<file path="config.mk">
export PLATFORM = sky130hd
export DESIGN_NAME = stripe_controller
export DESIGN_NICKNAME = d
export VERILOG_FILES = /design/src/rtl/stripe_controller.sv
export SDC_FILE = /design/constraint.sdc
export NUM_CORES = 1
export LEC_CHECK = 0
export CORE_UTILIZATION = 40
export CTS_CLUSTER_DIAMETER = 40
export DETAILED_ROUTE_END_ITERATION = 8
export HOLD_SLACK_MARGIN = 0.12
export PLACE_DENSITY = 0.67
export SLEW_MARGIN = 20
export SYNTH_ARGS = -nofsm -noshare
export SYNTH_HDL_FRONTEND = slang
export SYNTH_SLANG_ARGS = --single-unit
</file>
<file path="constraint.sdc">
create_clock -name stripeCtrlCLK -period 3.54 [get_ports stripeCtrlCLK]
set_input_delay 0.885 -clock stripeCtrlCLK [delete_from_list [all_inputs] [get_ports stripeCtrlCLK]]
set_output_delay 0.885 -clock stripeCtrlCLK [all_outputs]
set_load 0.05 [all_outputs]
</file>
<file path="src/rtl/stripe_controller.sv">
// Sequencer in front of the 4-lane byte-striping datapath.
// Collects one byte per active lane from a valid/ready byte stream, then presents the
// whole round on the lanes at once with a one-cycle lane-valid strobe. A flush pads a
// partial round with IDLE_BYTE. Lane width (x1/x2/x4) is sampled at the start of a round.
//
// Ports:
//   stripeCtrlCLK     clock, rising edge
//   stripeCtrlRST_N   asynchronous active-low reset
//   byteIN/byteVLD    incoming byte and its valid
//   byteRDY           a byte can be accepted this cycle (low only in FLUSH)
//   laneMode          00 = x1, 01 = x2, 1x = x4
//   flushREQ          emit the partial round padded with IDLE_BYTE
//   stripedLane0..3   registered lane words, hold when laneVLD = 0
//   laneVLD           one-cycle strobe, one bit per active lane
//   roundCount        emitted rounds, wraps
//   busy              controller is in FILL or FLUSH
module stripe_controller #(
  parameter int unsigned       DATA_W    = 8,
  parameter logic [DATA_W-1:0] IDLE_BYTE = DATA_W'(8'hBC),
  parameter int unsigned       CNT_W     = 16
) (
  input  logic              stripeCtrlCLK,
  input  logic              stripeCtrlRST_N,
  input  logic [DATA_W-1:0] byteIN,
  input  logic              byteVLD,
  output logic              byteRDY,
  input  logic [1:0]        laneMode,
  input  logic              flushREQ,
  output logic [DATA_W-1:0] stripedLane0,
  output logic [DATA_W-1:0] stripedLane1,
  output logic [DATA_W-1:0] stripedLane2,
  output logic [DATA_W-1:0] stripedLane3,
  output logic [3:0]        laneVLD,
  output logic [CNT_W-1:0]  roundCount,
  output logic              busy
);

  localparam logic [1:0] StIdle  = 2'd0;
  localparam logic [1:0] StFill  = 2'd1;
  localparam logic [1:0] StFlush = 2'd2;

  logic [1:0]        state_q, state_d;
  logic [2:0]        pos_q, pos_d;
  logic [2:0]        active_n_q, active_n_d;
  logic [DATA_W-1:0] slot_q [4];
  logic [DATA_W-1:0] slot_d [4];
  logic [DATA_W-1:0] lane_q [4];
  logic [DATA_W-1:0] lane_d [4];
  logic [3:0]        lane_vld_q, lane_vld_d;
  logic [CNT_W-1:0]  round_cnt_q, round_cnt_d;

  logic       accept;
  logic [2:0] mode_n;
  logic [2:0] eff_n;
  logic [2:0] fill_cnt;
  logic       complete;
  logic [4:0] vld_mask;

  assign byteRDY = (state_q != StFlush);
  assign busy    = (state_q != StIdle);
  assign accept  = byteVLD & byteRDY;

  always_comb begin
    unique case (laneMode)
      2'b00:   mode_n = 3'd1;
      2'b01:   mode_n = 3'd2;
      default: mode_n = 3'd4;
    endcase
  end

  // The lane count of a round is the live mode only for its first byte; afterwards the
  // latched copy applies so mid-round mode changes cannot reshape the round.
  assign eff_n    = (pos_q == 3'd0) ? mode_n : active_n_q;
  assign fill_cnt = pos_q + {2'b00, accept};
  assign complete = (state_q == StFlush) || (accept && (fill_cnt == eff_n));
  assign vld_mask = (5'd1 << eff_n) - 5'd1;

  always_comb begin
    state_d     = state_q;
    pos_d       = pos_q;
    active_n_d  = active_n_q;
    slot_d      = slot_q;
    lane_d      = lane_q;
    lane_vld_d  = 4'b0000;
    round_cnt_d = round_cnt_q;

    if (accept) begin
      slot_d[pos_q[1:0]] = byteIN;
      if (pos_q == 3'd0) begin
        active_n_d = mode_n;
      end
    end

    if (complete) begin
      // Lanes beyond the filled count (flush padding or inactive lanes) carry IDLE_BYTE;
      // the byte accepted this cycle bypasses the slot register.
      for (int k = 0; k < 4; k++) begin
        if (3'(k) < fill_cnt) begin
          lane_d[k] = (accept && (pos_q[1:0] == 2'(k))) ? byteIN : slot_q[k];
        end else begin
          lane_d[k] = IDLE_BYTE;
        end
      end
      lane_vld_d  = vld_mask[3:0];
      round_cnt_d = round_cnt_q + 1'b1;
      state_d     = StIdle;
      pos_d       = 3'd0;
    end else if (accept) begin
      pos_d   = fill_cnt;
      state_d = flushREQ ? StFlush : StFill;
    end else if ((state_q == StFill) && flushREQ) begin
      state_d = StFlush;
    end
  end

  always_ff @(posedge stripeCtrlCLK or negedge stripeCtrlRST_N) begin
    if (!stripeCtrlRST_N) begin
      state_q     <= StIdle;
      pos_q       <= 3'd0;
      active_n_q  <= 3'd1;
      lane_vld_q  <= 4'b0000;
      round_cnt_q <= '0;
      for (int k = 0; k < 4; k++) begin
        slot_q[k] <= IDLE_BYTE;
        lane_q[k] <= IDLE_BYTE;
      end
    end else begin
      state_q     <= state_d;
      pos_q       <= pos_d;
      active_n_q  <= active_n_d;
      lane_vld_q  <= lane_vld_d;
      round_cnt_q <= round_cnt_d;
      for (int k = 0; k < 4; k++) begin
        slot_q[k] <= slot_d[k];
        lane_q[k] <= lane_d[k];
      end
    end
  end

  assign stripedLane0 = lane_q[0];
  assign stripedLane1 = lane_q[1];
  assign stripedLane2 = lane_q[2];
  assign stripedLane3 = lane_q[3];
  assign laneVLD      = lane_vld_q;
  assign roundCount   = round_cnt_q;

endmodule
</file>
==> metrics.md, run 1 <==
| Metric | Value |
|---|---|
| Status | complete, no violations |
| First-pass GRT wire length | 13400 µm |
| CP peak stage delay | 0.42 ns |
| Root Driver | clkbuf_8 |
| CTS Buf Count | 9 |
| H-tree depth | 3 |
| Skew-Pair Late Insertion Delay | 0.36 ns |
| Crit Path Max Fanout | 38 |
| Final GP Congestion | 0.822 |
| Area leader, netlist | dfrtp_1 |
| Layout cells sized above 1 | 0.251 |
| Tmin final | 2.99 ns |
| Vias per Instance | 4.98 |
| Asr flop ratio synth | 1.00 |
| Synthesis Warnings | 0 |
| Num ports | 68 |
| Final antenna-violating net count | 0 |
| Clock Sinks | 92 |
| Post-Syn Area | 4030 µm² |
| Initial DRC Count | 156 |
| Final hold violations | 0 |
| Syn Area/Cell | 11.3 µm² |
| Maximum root-to-sink buffer count | 2 |
| DRT Pass-1 Iters | 5 |
| Vias | 2804 |
| Initial antenna violation count | 0 |
| Final hold slack | 0.461 ns |
| Post-Layout Cell Count | 563 |
| PwrDens | 992 nW/µm² |
| Post-Syn Nets | 374 |
| Clock skew | 0.00898 ns |
| Crit Path Category | primary input to flop |
| Overflow after GRT | 0 |
| Synth top area share | 0.317 |
| Logic pwr share | 0.503 |
| Area contributors post-synth | dfrtp_1 32%, dfstp_2 27%, mux2_2 9.8% |
| Fin crit share | 0.845 |
| Final setup viols | 0 |
| Min-Delay Path Class | primary input to async pin |
| Placed Cells | 547 |
| Detail Placement HPWL | 5770 µm |
| DP Area | 4870 µm² |
| Count of cells resized by post-cts repair | 0 |
| Critical path's slowest cell | clkdlybuf4s50_1 |
| Crit path buffers/inverters | 3 |
| Sw Pwr | 2.23 mW |
| Final wirelength | 8290 µm |
| Post-CTS Hold Fix Bufs | 0 |
| Leak pwr | 2.09 nW |
| Wire per inst | 14.7 µm |
| Horiz. Die Dim | 102 µm |
| Peak VDD IR | 0.000490 V |
| Core Region | 9770 µm² |
| Setup Fix Bufs, Post-CTS | 0 |
| Max Cap Violations | 0 |
| Rel. slew slack | 0.620 |
| Initial core utilization | 0.412 |
| CTS clock-pin slew for the worst setup and hold paths | 0.09 ns |
| Crit path capture type | flop |
| Crit-path cells | clkdlybuf4s50_1, inv_1, nor2_1, and2_1, ha_1, xor2_1, nor2_1, a21oi_1, o31a_1, buf_12, nor3_2, xnor2_1 |
| CP dominant cell by count | nor2_1 |
| Main synth FF type | dfrtp_1 |
| CP Launch Type | primary input |
| Unique cell type count in the Yosys netlist | 37 |
| Sequential cell fraction of total power | 0.362 |
| Largest net degree at the start of global routing | 62 |
| Sum Neg Setup Slack | 0 ns |
| Post-synthesis sequential area ratio | 0.585 |
| I/O Buffers | 67 |
| Drt drc | 0 |
| CTS tree | done |
| Slew Viols, Final | 0 |
| Full die area | 10500 µm² |
| Pre-CTS setup slack | 0.189 ns |
| RSZ-0062 raised after global routing | no |
| GR Util All Layers | 0.170 |
| Max Fclk | 0.334 GHz |
| Yosys reg bits | 92 |
| Ant diodes | 0 |
| P&R area growth vs syn | 25.6% |
| Cells after synthesis | 357 |
| Crit path max-delay family | buffers and inverters |
| Number of synthesized flops with an enable pin | 0 |
| Clock power frac | 0.135 |
| Fin area | 5060 µm² |
| Sw Share | 0.445 |
| Final WS setup | 0.549 ns |
| Vias in the first global route | 2675 |
| Die height | 102 µm |
| Rows | 36 |
| WP data required | 3.82 ns |
| Worst Tran Pin Value | 0.568 ns |
| Internal | 2.79 mW |
| Nets@finish | 442 |
| CP arrival | 3.27 ns |
==> stage by stage <==
stage / power [mW] / utilization
3_5_place_dp: 4.37 / 0.498
2_1_floorplan: 3.63 / -
6_report: 5.02 / 0.517
5_1_grt: 5.33 / 0.517
3_3_place_gp: 4.31 / 0.495
4_1_cts: 5.06 / 0.517
==> cell type report <==
type	instances	area [µm²]
fillers	872	4720
flip-flops and latches	92	2350
multi-input cells	241	1550
repair buffers	75	773
well taps	133	166
clock buffers	9	124
clock inverters	7	65.1
inverters	6	22.5
==> power by group through the flow <==
stage / combinational, mW / sequential [mW] / clock (mW)
5_1_grt: 2.72 / 1.86 / 0.748
3_3_place_gp: 2.48 / 1.82 / 0
4_1_cts: 2.55 / 1.82 / 0.698
6_report: 2.52 / 1.82 / 0.679
2_1_floorplan: 1.19 / 2.44 / 0
3_5_place_dp: 2.54 / 1.84 / 0
==> synthesized netlist by cell type, types with 2 or more instances <==
| library cell | count |
|---|---|
| nor2_1 | 77 |
| dfrtp_1 | 51 |
| dfstp_2 | 41 |
| mux2_2 | 35 |
| a21oi_1 | 21 |
| xnor2_1 | 17 |
| nor3_1 | 15 |
| nand4_1 | 12 |
| nand2_1 | 11 |
| clkbuf_1 | 7 |
| inv_1 | 6 |
| and3_1 | 5 |
| buf_2 | 5 |
| nor3b_1 | 5 |
| nand3_1 | 4 |
| nand3b_1 | 4 |
| nor2b_1 | 4 |
| xor2_1 | 4 |
| buf_4 | 3 |
| buf_6 | 3 |
| ha_1 | 3 |
| or2_2 | 3 |
| and2_1 | 2 |
| nor4b_1 | 2 |
| o21ai_0 | 2 |
| o32ai_1 | 2 |
| or3_1 | 2 |
| or4_1 | 2 |
==> final timing paths <==
check	startpoint	end	slack (ns)	cells past startpoint
min	stripeCtrlRST_N	roundCount[4]	0.46	1
max reg2reg	state_q[1]	roundCount[9]	0.83	11
min in group stripeCtrlCLK	roundCount[15]	roundCount[15]	0.48	1
max	byteVLD	roundCount[9]	0.55	12
max in group asynchronous	stripeCtrlRST_N	slot_q[19]	2.39	2
min reg2reg	roundCount[15]	roundCount[15]	0.48	1
==> per-layer routing <==
metal	vias to the layer above	global-route usage	wire length, µm
met4	0	0.0758	174
met2	62	0.256	3800
met3	14	0.0301	279
li1	1351	-	-
met1	1377	0.241	4030
met5	-	0	0
==> cell families (layout without fill, tap and decap cells) <==
kind of cell / after synthesis / after routing / synth area share
adders and majority gates: 3 / 3 / 0.00932
AOI/OAI and AO/OA: 30 / 30 / 0.0457
buffers and inverters: 24 / 97 / 0.0323
DFF: 92 / 92 / 0.585
and+or+nand+nor: 151 / 151 / 0.182
xor gates and xnor gates: 21 / 21 / 0.0457
muxes: 36 / 36 / 0.100
==> placed cells by master (no fill, tap or decap), types with 2 or more instances in the layout <==
master and instances:
o21ai_0 2, ha_1 3, or4_1 2, dfrtp_1 51, nor3b_1 5, inv_1 6
xor2_1 4, nand3_1 4, a21oi_1 21, and2_1 2, nor2_1 77, nand2_1 11
and3_1 5, buf_4 6, dfstp_2 41, inv_6 4, o32ai_1 2, nor2b_1 4
nand4_1 12, clkdlybuf4s50_1 66, buf_12 2, or3_1 2, nor3_1 15, or2_2 3
clkbuf_8 9, mux2_2 35, nand3b_1 4, nor4b_1 2, xnor2_1 17
==> sequential cells by signal, indices dropped and copies added, names as in the netlist, 3 cells and up <==
name and count:
roundCount 16, stripedLane3 8, stripedLane0 8, active_n_q 3, stripedLane2 8, pos_q 3, slot_q 32, laneVLD 4
stripedLane1 8
No activity file was read; power rests on OpenSTA's default activity.
==> inputs of run 2 (changes only) <==
- clock period: 3.54 -> 3 ns (I/O delays scaled with it)
==> metrics.md, run 2 (synthesis gave the netlist of run 1 again) <==
| Metric | Value |
|---|---|
| DRT Pass-1 Iters | 4 (-1) |
| Placed Cells | 559 (+2.2%) |
| GR Util All Layers | 0.171 (+0.000417) |
| Layout cells sized above 1 | 0.276 (+0.0249) |
| DP Area | 4960 µm² (+1.9%) |
| Clock skew | 0.0102 ns (+0.00124 ns) |
| WP data required | 3.23 ns (-0.59 ns) |
| Final hold violations | 0 (unchanged) |
| Initial core utilization | 0.412 (unchanged) |
| Wire per inst | 14.6 µm (-1.0%) |
| Initial DRC Count | 97 (-38%) |
| P&R area growth vs syn | 28.1% |
| Drt drc | 0 (unchanged) |
| Max reg flops | 32 (unchanged) |
| Ant diodes | 0 (unchanged) |
| RSZ-0062 raised after global routing | no |
| Clock Sinks | 92 (unchanged) |
| Sw Pwr | 2.63 mW (+18%) |
| Logic pwr share | 0.511 (+0.008) |
| Root Driver | clkbuf_8 |
| Final antenna-violating net count | 0 (unchanged) |
| Max Fclk | 0.355 GHz |
| Rows | 36 (unchanged) |
| Die height | 102 µm (unchanged) |
| Fin area | 5160 µm² (+2.0%) |
| H-tree depth | 3 (unchanged) |
| Final hold slack | 0.365 ns (-0.0957 ns) |
| Final GP Congestion | 0.765 (-6.9%) |
| Vias | 2851 (+1.7%) |
| Worst Tran Pin Value | 0.580 ns (+0.0118 ns) |
| Tmin final | 2.82 ns |
| Crit path capture type | flop |
| Reg-to-reg slack, setup | 0.36 ns (-0.47 ns) |
| Sw Share | 0.433 (-0.0118) |
| Internal | 3.45 mW (+24%) |
| Sequential cell fraction of total power | 0.353 (-0.009) |
| Fin crit share | 0.938 |
| Full die area | 10500 µm² (unchanged) |
| Crit Path Category | primary input to flop |
| First-pass GRT wire length | 13600 µm (+1.5%) |
| Post-CTS Hold Fix Bufs | 0 (unchanged) |
| Post-Layout Cell Count | 575 (+2.1%) |
| I/O Buffers | 67 (unchanged) |
| Detail Placement HPWL | 5920 µm (+2.6%) |
| Min-Delay Path Class | primary input to async pin |
| Sum Neg Setup Slack | 0 ns (unchanged) |
| Rel. slew slack | 0.613 (-0.00665) |
| Clock power frac | 0.136 (about the same) |
| Most frequent cells in the layout | 76 x nor2_1, 66 x clkdlybuf4s50_1, 51 x dfrtp_1 |
| CTS Buf Count | 9 (unchanged) |
| Vias per Instance | 4.96 (-0.45%) |
| Initial antenna violation count | 0 (unchanged) |
| Maximum root-to-sink buffer count | 2 (unchanged) |
| Crit Path Max Fanout | 6 (-84%) |
| Horiz. Die Dim | 102 µm (unchanged) |
| Final setup viols | 0 (unchanged) |
| Num ports | 68 (unchanged) |
| CP Launch Type | primary input |
| Skew-Pair Late Insertion Delay | 0.36 ns (about the same) |
| CP arrival | 3.05 ns (-0.22 ns) |
| Peak VDD IR | 0.000607 V (+24%) |
| Vias in the first global route | 2791 (+4.3%) |
| Reg with most FFs | slot_q |
| Count of cells resized by post-cts repair | 0 (unchanged) |
| Status | complete, no violations |
| Setup Fix Bufs, Post-CTS | 0 (unchanged) |
| Most common cell after layout, fill and taps aside | nor2_1 |
| Largest net degree at the start of global routing | 47 (-24%) |
| Final wirelength | 8380 µm (+1.1%) |
| Core Region | 9770 µm² (unchanged) |
| Slew Viols, Final | 0 (unchanged) |
| CTS tree | done |
| CTS clock-pin slew for the worst setup and hold paths | 0.10 ns (about the same) |
| Max Cap Violations | 0 (unchanged) |
| Nets@finish | 454 (+2.7%) |
| Overflow after GRT | 0 (unchanged) |
| PwrDens | 1180 nW/µm² (+19%) |
| Leak pwr | 2.15 nW (+3.0%) |
## run 2: worst max-delay path, cell delays in order
cell,delay (ns)
clkdlybuf4s50_1,0.43
inv_1,0.12
nor2_4,0.05
and2_1,0.16
ha_1,0.33
xor2_1,0.18
nor2_1,0.09
a21oi_1,0.09
or3_1,0.52
a21oi_1,0.22
o32ai_1,0.11
## run 2: per-stage QoR
stage | worst slack (ns) | util | total power [mW]
after floorplan | 0.0741 | - | 4.28
after global placement | -0.126 | 0.507 | 5.23
after detailed placement | -0.182 | 0.507 | 5.29
after CTS | 0.0314 | 0.528 | 6.14
after global routing | 0.0536 | 0.528 | 6.45
final | 0.185 | 0.528 | 6.08
## run 2: path summary, 6_finish.rpt
path                                       from             end  depth (start not counted)
worst max-delay path                    byteVLD      state_q[0]                         11
worst min-delay path            stripeCtrlRST_N      laneVLD[1]                          1
worst max register to register       state_q[1]      state_q[0]                         10
worst min register to register   roundCount[15]  roundCount[15]                          1
max in group asynchronous       stripeCtrlRST_N      slot_q[21]                          2
min in group stripeCtrlCLK       roundCount[15]  roundCount[15]                          1
## run 2: power groups by stage
| stage | Combinational (mW) | Clock, mW | Sequential (mW) |
|---|---|---|---|
| 2_1_floorplan | 1.40 | 0 | 2.88 |
| 3_3_place_gp | 3.08 | 0 | 2.15 |
| 3_5_place_dp | 3.13 | 0 | 2.17 |
| 4_1_cts | 3.14 | 0.856 | 2.15 |
| 5_1_grt | 3.34 | 0.901 | 2.21 |
| 6_report | 3.11 | 0.826 | 2.15 |
## run 2: final cells by class
| class | instances | area [µm²] |
|---|---|---|
| Clock inverter | 6 | 50.0 |
| Tap cell | 133 | 166 |
| Timing Repair Buffer | 87 | 856 |
| Multi-Input combinational cell | 241 | 1560 |
| Clock buffer | 10 | 149 |
| Inverter | 6 | 22.5 |
| Sequential cell | 92 | 2350 |
| Fill cell | 896 | 4620 |
## run 2: per-layer routing
layer | up-vias | track usage | share of wire
met5 | - | 0 | 0
met4 | 0 | 0.0659 | 0.014
met3 | 13 | 0.0246 | 0.047
met2 | 81 | 0.268 | 0.46
met1 | 1387 | 0.239 | 0.48
li1 | 1370 | - | -
